===== config.mk =====
export PLATFORM = sky130hd
export DESIGN_NAME = title_scroller_flat
export DESIGN_NICKNAME = d
export VERILOG_FILES = /design/src/rtl/title_scroller_if.sv /design/src/rtl/title_scroller.sv /design/src/flat_wrapper.sv
export SDC_FILE = /design/constraint.sdc
export NUM_CORES = 1
export LEC_CHECK = 0
export ABC_CLOCK_PERIOD_IN_PS = 10100
export CELL_PAD_IN_SITES_DETAIL_PLACEMENT = 1
export CELL_PAD_IN_SITES_GLOBAL_PLACEMENT = 2
export CORE_MARGIN = 5
export CORE_UTILIZATION = 35
export DETAILED_ROUTE_END_ITERATION = 8
export PLACE_DENSITY = 0.66
export RECOVER_POWER = 50
export SYNTH_ARGS = -nofsm -noshare
export SYNTH_HDL_FRONTEND = slang
export SYNTH_SLANG_ARGS = --single-unit

===== constraint.sdc =====
create_clock -name clk -period 10.1 [get_ports clk]
set_clock_uncertainty 0.1 [all_clocks]
set_input_delay 1.01 -clock clk [delete_from_list [all_inputs] [get_ports clk]]
set_output_delay 1.01 -clock clk [all_outputs]
set_load 0.02 [all_outputs]

===== src/rtl/title_scroller_if.sv =====
// Signal bundle between the VGA timing/host side, the glyph ROM and title_scroller.
// The master side drives coordinates, buffer writes and ROM data; the slave is the renderer.
interface title_scroller_if #(
    parameter int BUF_DEPTH = 32
);
    localparam int AW = $clog2(BUF_DEPTH);
    localparam int LW = $clog2(BUF_DEPTH + 1);

    logic [10:0]   x;
    logic [9:0]    y;
    logic          frame_start;
    logic          wr_en;
    logic [AW-1:0] wr_addr;
    logic [8:0]    wr_data;
    logic          len_we;
    logic [LW-1:0] len;
    logic [8:0]    rom_addr;
    logic [7:0]    rom_data;
    logic          blink;
    logic          pixel_on;

    modport master (
        output x, y, frame_start, wr_en, wr_addr, wr_data, len_we, len, rom_data, blink,
        input  rom_addr, pixel_on
    );

    modport slave (
        input  x, y, frame_start, wr_en, wr_addr, wr_data, len_we, len, rom_data, blink,
        output rom_addr, pixel_on
    );
endinterface


===== src/rtl/title_scroller.sv =====
// Marquee title renderer: a row of glyph boxes fed from a writable char buffer and the glyph ROM.
// Defining TITLE_BLINK_EN adds a frame counter that blanks the title every other BLINK_FRAMES frames.
module title_scroller #(
    parameter logic [10:0] X_COORD       = 11'd88,
    parameter logic [9:0]  Y_COORD       = 10'd32,
    parameter int          SCALE_LOG2    = 2,
    parameter int          VISIBLE_CHARS = 12,
    parameter int          BUF_DEPTH     = 32,
    parameter int          GAP           = 2,
    parameter int          SCROLL_DIV    = 4,
    parameter logic [8:0]  BLANK_CODE    = 9'h100,
    parameter int          BLINK_FRAMES  = 32
) (
    input logic             clk,
    input logic             reset,
    title_scroller_if.slave bus
);
    localparam int AW     = $clog2(BUF_DEPTH);
    localparam int LW     = $clog2(BUF_DEPTH + 1);
    localparam int IW     = $clog2(2 * (BUF_DEPTH + GAP) + VISIBLE_CHARS);
    localparam int DW     = (SCROLL_DIV > 1) ? $clog2(SCROLL_DIV) : 1;
    localparam int BOX_PX = 8 << SCALE_LOG2;

    localparam logic [10:0]   AREA_W   = 11'(VISIBLE_CHARS * BOX_PX);
    localparam logic [9:0]    AREA_H   = 10'(BOX_PX);
    localparam logic [IW-1:0] VIS_I    = IW'(VISIBLE_CHARS);
    localparam logic [IW-1:0] GAP_I    = IW'(GAP);
    localparam logic [DW-1:0] DIV_LAST = DW'(SCROLL_DIV - 1);

    logic [8:0]    buf_q [BUF_DEPTH];
    logic [LW-1:0] len_q, len_d;
    logic [IW-1:0] offset_q, offset_d;
    logic [DW-1:0] div_q, div_d;
    logic [8:0]    rom_addr_q, rom_addr_d;
    logic [2:0]    s1_col_q, s1_col_d, s2_col_q, s2_col_d;
    logic          s1_valid_q, s1_valid_d, s2_valid_q, s2_valid_d;
    logic          pixel_on_q, pixel_on_d;
    logic          blink_kill;

    logic [10:0]   rx;
    logic [9:0]    ry;
    logic          in_area;
    logic [IW-1:0] box, len_ext, span, sum, idx;
    logic [2:0]    col, row;
    logic          blank;
    logic [8:0]    code;

    // Geometry and character selection for the pixel currently on x/y.
    always_comb begin
        // NOTE: every variable gets its value on all paths here, so no latch is inferred.
        rx      = bus.x - X_COORD;
        ry      = bus.y - Y_COORD;
        in_area = (bus.x >= X_COORD) && (bus.y >= Y_COORD) && (rx < AREA_W) && (ry < AREA_H);
        box     = IW'(rx >> (3 + SCALE_LOG2));
        col     = rx[SCALE_LOG2 +: 3];
        row     = ry[SCALE_LOG2 +: 3];
        len_ext = IW'(len_q);
        span    = len_ext + GAP_I;
        sum     = offset_q + box;
        if (len_ext <= VIS_I) begin
            idx = box;
        end else begin
            idx = (sum >= span) ? sum - span : sum;
        end
        blank = (idx >= len_ext);
        code  = blank ? BLANK_CODE : buf_q[idx[AW-1:0]];
    end

    // Offset only moves on frame_start; a length load restarts the marquee.
    always_comb begin
        len_d    = len_q;
        offset_d = offset_q;
        div_d    = div_q;
        if (bus.len_we) begin
            len_d    = bus.len;
            offset_d = '0;
            div_d    = '0;
        end else if (bus.frame_start) begin
            if (div_q == DIV_LAST) begin
                div_d = '0;
                if (len_ext > VIS_I) begin
                    offset_d = (offset_q == span - IW'(1)) ? '0 : offset_q + IW'(1);
                end
            end else begin
                div_d = div_q + DW'(1);
            end
        end
    end

    always_comb begin
        rom_addr_d = in_area ? code + {6'd0, row} : BLANK_CODE;
        s1_col_d   = col;
        s1_valid_d = in_area;
        s2_col_d   = s1_col_q;
        s2_valid_d = s1_valid_q;
        pixel_on_d = s2_valid_q & bus.rom_data[3'd7 - s2_col_q] & ~blink_kill;
    end

    // NOTE: the char buffer is deliberately left out of reset; a title survives a reset.
    always_ff @(posedge clk) begin
        if (bus.wr_en) begin
            buf_q[bus.wr_addr] <= bus.wr_data;
        end
    end

    always_ff @(posedge clk) begin
        if (reset) begin
            len_q      <= '0;
            offset_q   <= '0;
            div_q      <= '0;
            rom_addr_q <= '0;
            s1_col_q   <= '0;
            s1_valid_q <= 1'b0;
            s2_col_q   <= '0;
            s2_valid_q <= 1'b0;
            pixel_on_q <= 1'b0;
        end else begin
            len_q      <= len_d;
            offset_q   <= offset_d;
            div_q      <= div_d;
            rom_addr_q <= rom_addr_d;
            s1_col_q   <= s1_col_d;
            s1_valid_q <= s1_valid_d;
            s2_col_q   <= s2_col_d;
            s2_valid_q <= s2_valid_d;
            pixel_on_q <= pixel_on_d;
        end
    end

`ifdef TITLE_BLINK_EN
    localparam int            BW         = $clog2(2 * BLINK_FRAMES);
    localparam logic [BW-1:0] BLINK_LAST = BW'(2 * BLINK_FRAMES - 1);
    localparam logic [BW-1:0] BLINK_HALF = BW'(BLINK_FRAMES);

    logic [BW-1:0] blink_cnt_q, blink_cnt_d;

    always_comb begin
        blink_cnt_d = blink_cnt_q;
        if (bus.frame_start) begin
            blink_cnt_d = (blink_cnt_q == BLINK_LAST) ? '0 : blink_cnt_q + BW'(1);
        end
        blink_kill = bus.blink && (blink_cnt_q >= BLINK_HALF);
    end

    always_ff @(posedge clk) begin
        if (reset) begin
            blink_cnt_q <= '0;
        end else begin
            blink_cnt_q <= blink_cnt_d;
        end
    end
`else
    logic unused_blink;
    assign unused_blink = bus.blink & (BLINK_FRAMES != 0);
    assign blink_kill   = 1'b0;
`endif

    assign bus.rom_addr = rom_addr_q;
    assign bus.pixel_on = pixel_on_q;
endmodule


===== src/flat_wrapper.sv =====
// flat-port wrapper written by rule: the top's interface ports become plain ports
module title_scroller_flat 
#(
    parameter logic [10:0] X_COORD       = 11'd88,
    parameter logic [9:0]  Y_COORD       = 10'd32,
    parameter int          SCALE_LOG2    = 2,
    parameter int          VISIBLE_CHARS = 12,
    parameter int          BUF_DEPTH     = 32,
    parameter int          GAP           = 2,
    parameter int          SCROLL_DIV    = 4,
    parameter logic [8:0]  BLANK_CODE    = 9'h100,
    parameter int          BLINK_FRAMES  = 32
)
  (clk, reset, bus_x, bus_y, bus_frame_start, bus_wr_en, bus_wr_addr, bus_wr_data, bus_len_we, bus_len, bus_rom_data, bus_blink, bus_rom_addr, bus_pixel_on);
  title_scroller_if #(.BUF_DEPTH(BUF_DEPTH)) bus_i ();
  input logic clk;
  input logic reset;
  input wire logic [$bits(bus_i.x)-1:0] bus_x;
  input wire logic [$bits(bus_i.y)-1:0] bus_y;
  input wire logic [$bits(bus_i.frame_start)-1:0] bus_frame_start;
  input wire logic [$bits(bus_i.wr_en)-1:0] bus_wr_en;
  input wire logic [$bits(bus_i.wr_addr)-1:0] bus_wr_addr;
  input wire logic [$bits(bus_i.wr_data)-1:0] bus_wr_data;
  input wire logic [$bits(bus_i.len_we)-1:0] bus_len_we;
  input wire logic [$bits(bus_i.len)-1:0] bus_len;
  input wire logic [$bits(bus_i.rom_data)-1:0] bus_rom_data;
  input wire logic [$bits(bus_i.blink)-1:0] bus_blink;
  output wire logic [$bits(bus_i.rom_addr)-1:0] bus_rom_addr;
  output wire logic [$bits(bus_i.pixel_on)-1:0] bus_pixel_on;
  assign bus_i.x = bus_x;
  assign bus_i.y = bus_y;
  assign bus_i.frame_start = bus_frame_start;
  assign bus_i.wr_en = bus_wr_en;
  assign bus_i.wr_addr = bus_wr_addr;
  assign bus_i.wr_data = bus_wr_data;
  assign bus_i.len_we = bus_len_we;
  assign bus_i.len = bus_len;
  assign bus_i.rom_data = bus_rom_data;
  assign bus_i.blink = bus_blink;
  assign bus_rom_addr = bus_i.rom_addr;
  assign bus_pixel_on = bus_i.pixel_on;
  title_scroller #(.X_COORD(X_COORD), .Y_COORD(Y_COORD), .SCALE_LOG2(SCALE_LOG2), .VISIBLE_CHARS(VISIBLE_CHARS), .BUF_DEPTH(BUF_DEPTH), .GAP(GAP), .SCROLL_DIV(SCROLL_DIV), .BLANK_CODE(BLANK_CODE), .BLINK_FRAMES(BLINK_FRAMES)) u_core (.clk(clk), .reset(reset), .bus(bus_i));
endmodule

==> summary.md, run 1 <==
| Metric | Value |
|---|---|
| Final setup violating endpoints | `0` |
| Share of the synthesized area in the top cell type | `58.7%` |
| Total number of vias | `9862` |
| Worst skew pair latency | `0.55 ns` |
| N_diodes | `0` |
| Initial antenna violation count | `0` |
| GPL Wtd Cong | `0.775` |
| Sequential-to-total area share from yosys stat | `63.2%` |
| Post-DRT Antenna Nets | `0` |
| CTS tree | `built` |
| Yosys cell types | `82` |
| Post-Syn Instances | `1163` |
| Placed inst area | `15900 µm²` |
| Drt via density | `5.45` |
| Status | `finished with violations` |
| Asr flop ratio synth | `0%` |
| Post-Route WL | `43.9 mm` |
| Starting Density | `35.3%` |
| Pwr Density | `200 nW/µm²` |
| Longest Clk Path Bufs | `3` |
| Synth top area cells | `edfxtp_1 (59%), nand2_1 (4.5%), dfxtp_1 (4.5%)` |
| Post-Syn Area | `14700 µm²` |
| CP max-delay cell | `clkdlybuf4s50_1` |
| First-pass GRT wire length | `65.7 mm` |
| Ys flop type | `edfxtp_1` |
| Total congestion overflow | `0` |
| Number of synthesized flops with an enable pin | `288` |
| Static Leak | `5.84 nW` |
| Slew HR | `-8.98%` |
| Fmax | `0.129 GHz` |
| Final period util | `77.0%` |
| Worst-path clk slew | `0.06 ns` |
| WL per Instance | `24.2 µm` |
| Fraction of layout instances using a drive strength above 1 | `9.69%` |
| Yosys top cell by area | `edfxtp_1` |
| Initial DRC count | `762` |
| Most frequent CP cell | `a21o_1` |
| Vias in the first global route | `10094` |
| Data required time of the worst path | `10.44 ns` |
| Synth Warn # | `0` |
| CP top delay family | `compound AO/OA/AOI/OAI gates` |
| CTS buffer count | `37` |
| Row cnt | `75` |
| Pwr Total | `3.39 mW` |
| Area grow syn2layout | `14.9%` |
| Yosys reg bits | `321` |
| Max Cap Viol | `3` |
| Slew Limit Fails | `99` |
| FF-to-FF setup slack | `3.35 ns` |
| Tmin final | `7.77 ns` |
| Crit path DAT | `8.12 ns` |
| Hold Vio Cnt, Final | `0` |
| Width of the die | `215 µm` |
| Final TNS setup | `0 ns` |
| I/O pin cnt | `65` |
| CTS Sinks | `321` |
| DR DRC count | `0` |
| Input/output buffers | `59` |
| CP Buf/Inv Count | `2` |
| Maximum fanout along the worst path | `45` |
| Worst slack, placed | `1.67 ns` |
| DP HPWL | `28.1 mm` |
| Max VDD drop | `0.121 mV` |
| Layout Utilization | `40.6%` |
| GRT Util Overall | `18.7%` |
| Design Area, Final | `16900 µm²` |
| Clk root buf | `clkbuf_16` |
| Die Area | `46300 µm²` |
| H-tree Lvls | `2` |
| Slew @ Worst Pin | `1.63 ns` |
| Worst Hold Class | `reg2reg` |
| Critical Path Sink Type | `flop` |
| Post-synthesis area per instance | `12.7 µm²` |
| Postcts setup bufs | `0` |
| Final #Nets | `1331` |
| Cts hold-fix bufs | `0` |
| Failing checks | `max-capacitance violations, max-slew violations` |
| RSZ-0062 raised after global routing | `false` |
| Filler cells | `4461` |
| Syn Nets | `1252` |
| Setup ws final | `2.33 ns` |
| Die Height | `215 µm` |
| Drt pass-1 iters | `4` |
| Largest net degree at the start of global routing | `49` |
| CP max stage delay | `0.50 ns` |
| Post-CTS sizing | `0` |
| Worst setup path class | `in2reg` |
| Core Area | `41800 µm²` |
| CP startpoint kind | `input pin` |
stage by stage:
stage          std cells  hold WS [ns]
5_1_grt             1809         0.360
4_1_cts             1809         0.338
3_3_place_gp        1742         0.320
6_report            1809         0.335
2_1_floorplan       1163         0.314
3_5_place_dp        1742         0.325
cells in the final DEF, fill, tap and decap left out, types with 6 or more instances in the layout:
cell,count
buf_4,32
clkbuf_16,37
edfxtp_1,288
a21o_1,12
a211oi_1,7
a311oi_1,17
xor2_1,13
dlygate4sd3_1,10
nor2b_1,7
nand3b_1,6
dfxtp_1,33
a31oi_1,6
xnor2_1,22
nand2_1,177
mux2_2,11
clkinv_1,13
ha_1,31
o2111ai_1,15
and3_1,15
nand4_1,15
clkdlybuf4s50_1,49
o21a_1,6
o211ai_1,13
a21oi_1,38
a22oi_1,13
clkbuf_1,21
o21ai_0,11
nor2_1,85
o311ai_0,9
nand3_1,70
nor3_1,14
mux2i_1,43
inv_1,26
power breakdown:
part / internal [mW] / switching, mW / total (mW) / leakage, nW
sequential: 1.46 / 0.00681 / 1.47 / 2.86
clock: 0.679 / 0.541 / 1.22 / 0.516
combinational: 0.226 / 0.474 / 0.700 / 2.46
total: 2.37 / 1.02 / 3.39 / 5.84
layout make-up:
| type | instances | area, µm² | share of cell area (%) |
|---|---|---|---|
| clock inverter | 21 | 120 | 0.709 |
| multi-input combinational | 748 | 4880 | 28.8 |
| timing repair buffer | 103 | 876 | 5.17 |
| inverter | 31 | 121 | 0.716 |
| clock buffer | 46 | 960 | 5.67 |
| tap | 539 | 674 | 3.98 |
| sequential | 321 | 9310 | 55.0 |
cells in the mapped netlist, types with 17 or more instances:
cell,instances
edfxtp_1,288
nand2_1,177
nor2_1,85
nand3_1,70
mux2i_1,43
a21oi_1,38
dfxtp_1,33
ha_1,31
inv_1,26
buf_2,24
xnor2_1,22
a311oi_1,17
metal layers:
layer	up-vias	wire length, µm	GRT usage (%)
met3	45	2700	4.01
met1	5030	20000	26.2
met5	-	0	0
met2	241	20500	30.3
li1	4546	-	-
met4	0	626	3.82
sequential cells by signal, indices dropped and copies added, names as in the netlist:
name,cells
u_core.buf_q,288
u_core.bus.rom_addr,9
u_core.offset_q,7
u_core.len_q,6
u_core.s1_col_q,3
u_core.s2_col_q,3
u_core.div_q,2
u_core.bus.pixel_on,1
u_core.s1_valid_q,1
u_core.s2_valid_q,1
final timing paths:
check | startpoint | endpoint | cells past startpoint
min reg2reg | u_core.s1_valid_q | u_core.s2_valid_q | 1
min | u_core.s1_valid_q | u_core.s2_valid_q | 1
max | bus_x[3] | u_core.bus.rom_addr[8] | 29
max reg2reg | u_core.offset_q[0] | u_core.bus.rom_addr[8] | 27
cells by family (layout without fill, tap and decap cells):
| kind of cell | after synthesis | count (layout) | synth area share (%) |
|---|---|---|---|
| xor gates and xnor gates | 36 | 36 | 2.19 |
| DFF | 321 | 321 | 63.2 |
| adders and majority gates | 34 | 34 | 3.04 |
| AOI/OAI and AO/OA | 198 | 198 | 10.4 |
| and+or+nand+nor | 420 | 420 | 13.0 |
| muxes | 60 | 60 | 4.47 |
| buffers and inverters | 94 | 201 | 3.74 |
Power figures use the tool's default switching activity.
==> run 2: changes to the inputs <==
Settings changed: ABC_CLOCK_PERIOD_IN_PS 10100 to 7500.
Clock period 10.1 ns to 7.5 ns, I/O delays scaled along.
==> run 2 against run 1 <==
The flow still finishes with violations (max-capacitance violations, max-slew violations). Hold slack improved by 0.0031 ns. Largest cell class unchanged. Clock power increased by 38%. Global-route usage grew 0.42 points. Sequential share of layout area down 0.80 points. Sequential cell count did not move. Critical endpoint is now u_core.bus.rom_addr[6]. Power up 38%. Die area did not move. Count of clock-buffer cells in the layout increased by 5.
==> summary.md, run 2 (synthesis gave the netlist of run 1 again) <==
| Metric | Value |
|---|---|
| Tmin final | `7.01 ns` |
| Drt pass-1 iters | `5` |
| Largest net degree at the start of global routing | `46` |
| Max FFs per register | `288` |
| Most frequent CP cell | `a21o_1` |
| Crit path DAT | `7.36 ns` |
| Fmax | `0.143 GHz` |
| Input/output buffers | `59` |
| Internal power | `3.28 mW` |
| Maximum fanout along the worst path | `7` |
| Commonest non-fill, non-tap cell in the layout | `edfxtp_1` |
| CP startpoint kind | `input pin` |
| CP max stage delay | `0.45 ns` |
| CTS tree | `built` |
| GPL Wtd Cong | `0.779` |
| Power share of the combinational group | `21.7%` |
| Total congestion overflow | `0` |
| Slew Limit Fails | `132` |
| Hold Vio Cnt, Final | `0` |
| Final setup violating endpoints | `0` |
| Share of power burned in registers | `42.4%` |
| Status | `finished with violations` |
| Fraction of layout instances using a drive strength above 1 | `11.3%` |
| GRT Util Overall | `19.1%` |
| DP HPWL | `29.4 mm` |
| Area grow syn2layout | `16.6%` |
| Post-DRT Antenna Nets | `0` |
| Postcts setup bufs | `0` |
| Max VDD drop | `0.133 mV` |
| First-pass GRT wire length | `67.3 mm` |
| Worst slack, placed | `-0.119 ns` |
| Initial DRC count | `650` |
| Setup ws final | `0.491 ns` |
| Slew @ Worst Pin | `1.67 ns` |
| CP max-delay cell | `clkdlybuf4s50_1` |
| Worst Hold Class | `reg2reg` |
| Failing checks | `max-capacitance violations, max-slew violations` |
| Hold path depth | `1` |
| Data required time of the worst path | `7.86 ns` |
| Top reg by flops | `u_core.buf_q` |
| Die Area | `46300 µm²` |
| Core Area | `41800 µm²` |
| Worst skew pair latency | `0.55 ns` |
| Final period util | `93.5%` |
| Most frequent cells in the layout | `edfxtp_1 (288), nand2_1 (177), nor2_1 (85)` |
| Total number of vias | `10026` |
| Width of the die | `215 µm` |
| P_sw | `1.40 mW` |
| CTS Sinks | `321` |
| Met3 Use GR | `3.10%` |
| Clock power share | `36.0%` |
| DR DRC count | `0` |
| Row cnt | `75` |
| Die Height | `215 µm` |
| Worst-path clk slew | `0.05 ns` |
| WL per Instance | `24.6 µm` |
| Critical Path Sink Type | `flop` |
| Clk root buf | `clkbuf_16` |
| H-tree Lvls | `2` |
| Drt via density | `5.48` |
| Initial antenna violation count | `0` |
| CTS buffer count | `38` |
| Vias in the first global route | `10462` |
| Final #Nets | `1357` |
| Pwr Density | `272 nW/µm²` |
| Worst setup path class | `in2reg` |
| Met1 Use GR | `26.6%` |
| Longest Clk Path Bufs | `3` |
| Static Leak | `5.98 nW` |
| Sw frac | `29.8%` |
| Slew HR | `-11.2%` |
| Register-to-Register Path Depth | `29` |
| Max Cap Viol | `4` |
| I/O pin cnt | `65` |
| GR peak layer | `met2` |
| Met2 GRT Util | `31.0%` |
| Starting Density | `35.3%` |
| Final TNS setup | `0 ns` |
| N_diodes | `0` |
| Post-Route WL | `44.9 mm` |
| RSZ-0062 raised after global routing | `false` |
run 2: cell types whose count changed in the layout (fill, tap and decap cells not counted), sizes merged:
cell      before  now
buf           32   55
clkinv        16    7
clkbuf        58   65
clkinvlp       3    1
run 2: final timing paths:
check	start	endpoint	slack, ns
worst max-delay path	bus_x[3]	u_core.bus.rom_addr[6]	0.49
worst min-delay path	u_core.s1_col_q[2]	u_core.s2_col_q[2]	0.34
worst max register to register	u_core.offset_q[0]	u_core.bus.rom_addr[6]	1.15
worst min register to register	u_core.s1_col_q[2]	u_core.s2_col_q[2]	0.34
run 2: layout make-up:
cell class,count,area (µm²)
repair buffers,128,1110
inverters,31,121
clock inverters,10,70.1
fillers,4383,24600
multi-input cells,748,4890
well taps,539,674
clock buffers,51,1020
flip-flops and latches,321,9310
run 2: critical path: cells and delay by family:
kind,cells,cell delay (ns)
XOR/XNOR,2,0.32
buffers and inverters,3,0.75
adder cells (fa/ha/maj),7,1.88
AO/OA/AOI/OAI,15,2.82
AND/OR/NAND/NOR,5,0.83
run 2: timing repair:
item	in CTS	in global routing
endpoints found under the hold margin	0	0
resized for setup	0	2
hold buffers	0	0
setup endpoints to repair	0	5
run 2: power by group through the flow:
stage	combinational, mW	clock [mW]	sequential [mW]
after floorplan	0.641	0	2.01
after global routing	1.10	1.80	1.98
final	1.02	1.68	1.98
after CTS	1.02	1.72	1.98
after global placement	1.01	0	2.02
after detailed placement	1.02	0	2.02
run 2: through the flow:
step	std cells	utilization (%)	hold WS [ns]	total power, mW	cell area, µm²
global placement	1767	38.7	0.321	3.03	16100
CTS	1828	41.3	0.344	4.73	17200
floorplan	1163	-	0.314	2.66	14700
detailed placement	1767	38.7	0.331	3.04	16100
global route	1828	41.2	0.360	4.89	17200
finish	1828	41.2	0.338	4.68	17200
run 2: routing by layer:
metal / routed length, µm / up-vias
li1: - / 4580
met1: 20600 / 5134
met2: 21000 / 250
met3: 2190 / 62
met4: 1150 / 0
met5: 0 / -
==> run 3: changes to the inputs <==
Settings changed: ABC_CLOCK_PERIOD_IN_PS 7500 to unset, CORE_UTILIZATION 35 to 43, HOLD_SLACK_MARGIN set to 0.02, PLACE_DENSITY 0.66 to 0.79.
==> run 3 against run 2 <==
The run still ends with max-capacitance violations, max-slew violations left. Clock power decreased by 4%. Power fell by 2.0%. Global-route usage is 2.6 points higher. Final area fell by 1.4%. Routed wire length decreased by 6.4%. Combinational power hardly changed. Die area down 18%. Critical path type unchanged. Critical endpoint is now u_core.bus.rom_addr[8].
==> summary.md, run 3 (synthesis gave the netlist of run 1 again) <==
| Metric | Value |
|---|---|
| Longest Clk Path Bufs | `3` |
| H-tree Lvls | `2` |
| CP top delay family | `compound AO/OA/AOI/OAI gates` |
| Multi-input logic area | `4890 µm²` |
| Placed inst area | `15900 µm²` |
| Die Height | `195 µm` |
| Fmax | `0.142 GHz` |
| Share of power burned in registers | `43.2%` |
| Postcts setup bufs | `0` |
| Hold Vio Cnt, Final | `0` |
| WHS | `0.336 ns` |
| Max VDD drop | `0.193 mV` |
| Failing checks | `max-capacitance violations, max-slew violations` |
| Worst slack, placed | `-0.0970 ns` |
| Total number of vias | `9919` |
| Worst-path clk slew | `0.06 ns` |
| Tmin final | `7.05 ns` |
| Area grow syn2layout | `14.9%` |
| Status | `finished with violations` |
| Row cnt | `67` |
| GPL Wtd Cong | `0.848` |
| Final TNS setup | `0 ns` |
| Post-DRT Antenna Nets | `0` |
| RSZ-0062 raised after global routing | `false` |
| Maximum fanout along the worst path | `7` |
| Design Area, Final | `16900 µm²` |
| N_diodes | `0` |
| Commonest non-fill, non-tap cell in the layout | `edfxtp_1` |
| DP HPWL | `27.5 mm` |
| Slew @ Worst Pin | `1.75 ns` |
| Power share of the combinational group | `21.7%` |
| Clk root buf | `clkbuf_16` |
| Worst Hold Class | `reg2reg` |
| Crit path DAT | `7.36 ns` |
| CTS Sinks | `321` |
| Internal power | `3.24 mW` |
| Most frequent CP cell | `a21o_1` |
| Fraction of layout instances using a drive strength above 1 | `10.5%` |
| Die Area | `38100 µm²` |
| DR DRC count | `0` |
| Static Leak | `5.91 nW` |
| Final setup violating endpoints | `0` |
| Layout Utilization | `50.3%` |
| Filler cells | `3529` |
| P_sw | `1.35 mW` |
| Total congestion overflow | `0` |
| Dpl cells | `1654` |
| Max FFs per register | `288` |
| I/O pin cnt | `65` |
| Drt pass-1 iters | `7` |
| Max Cap Viol | `2` |
| Data required time of the worst path | `7.81 ns` |
| CTS buffer count | `36` |
| Input/output buffers | `59` |
| Vias in the first global route | `10350` |
| Largest net degree at the start of global routing | `48` |
| Post-Route WL | `42.0 mm` |
| Top reg by flops | `u_core.buf_q` |
| Final #Nets | `1333` |
| Final period util | `93.9%` |
| CP Buf/Inv Count | `2` |
| Slew Limit Fails | `66` |
| Worst skew pair latency | `0.53 ns` |
| Worst setup path class | `in2reg` |
| Final std cells w/o fill | `1720` |
| FF+latch area | `9310 µm²` |
| WL per Instance | `24.4 µm` |
| Initial antenna violation count | `0` |
| Pwr Total | `4.59 mW` |
| Initial DRC count | `809` |
| CP startpoint kind | `input pin` |
| GRT Util Overall | `21.7%` |
| Slew HR | `-16.9%` |
| Core Area | `33700 µm²` |
| Clock power share | `35.1%` |
| Pwr Density | `271 nW/µm²` |
| Sw frac | `29.4%` |
| CP max stage delay | `0.54 ns` |
| CTS tree | `built` |
| First-pass GRT wire length | `63.4 mm` |
| CP max-delay cell | `a2111oi_0` |
| Width of the die | `195 µm` |
| Cts hold-fix bufs | `0` |
| Critical Path Sink Type | `flop` |
| Drt via density | `5.77` |
| Starting Density | `43.7%` |
| Setup ws final | `0.454 ns` |
| Most frequent cells in the layout | `edfxtp_1 (288), nand2_1 (177), nor2_1 (85)` |
## run 3: cell count changes in the layout (fill, tap and decap cells not counted), sizes merged
cell / before / now
buf: 55 / 43
clkdlybuf4s50: 49 / 48
clkinvlp: 1 / 0
dlygate4sd3: 10 / 11
inv: 33 / 32
clkinv: 7 / 15
clkbuf: 65 / 54
## run 3: routing by layer
layer / routed length (µm) / global-route usage, %
met1: 18200 / 29.6
met2: 19800 / 35.0
met3: 2640 / 4.10
met4: 1380 / 7.89
met5: 0 / 0
## run 3: worst reg2reg max path, delay by kind of cell (launching register included)
family / cells / cell delay (ns)
and+or+nand+nor: 7 / 1.42
xor gates and xnor gates: 1 / 0.17
buffers and inverters: 1 / 0.10
DFF: 1 / 0.38
AOI/OAI and AO/OA: 13 / 2.31
adders and majority gates: 6 / 1.76
## run 3: worst paths after layout
| check | from | to | slack, ns | cells after the start |
|---|---|---|---|---|
| min reg2reg | u_core.s1_col_q[2] | u_core.s2_col_q[2] | 0.34 | 1 |
| min | u_core.s1_col_q[2] | u_core.s2_col_q[2] | 0.34 | 1 |
| max | bus_x[3] | u_core.bus.rom_addr[8] | 0.45 | 29 |
| max reg2reg | u_core.offset_q[0] | u_core.bus.rom_addr[8] | 1.15 | 28 |
## run 3: power groups by stage
stage          registers, mW  logic [mW]  clock network (mW)
3_5_place_dp            2.02       0.992                   0
6_report                1.98       0.994                1.61
5_1_grt                 1.98        1.08                1.73
3_3_place_gp            2.02       0.976                   0
2_1_floorplan           2.01       0.641                   0
4_1_cts                 1.98       0.997                1.64
## run 3: final cells by class
class | instances | area share (%)
Sequential cell | 321 | 54.9
Clock inverter | 16 | 0.450
Tap cell | 448 | 3.31
Timing Repair Buffer | 106 | 5.92
Inverter | 31 | 0.716
Multi-Input combinational cell | 748 | 28.8
Clock buffer | 50 | 5.81
## run 3: timing repair
| item | in CTS | in global routing |
|---|---|---|
| hold endpoints to repair | 0 | 0 |
| resized for setup | 0 | 2 |
| setup endpoints to repair | 0 | 5 |
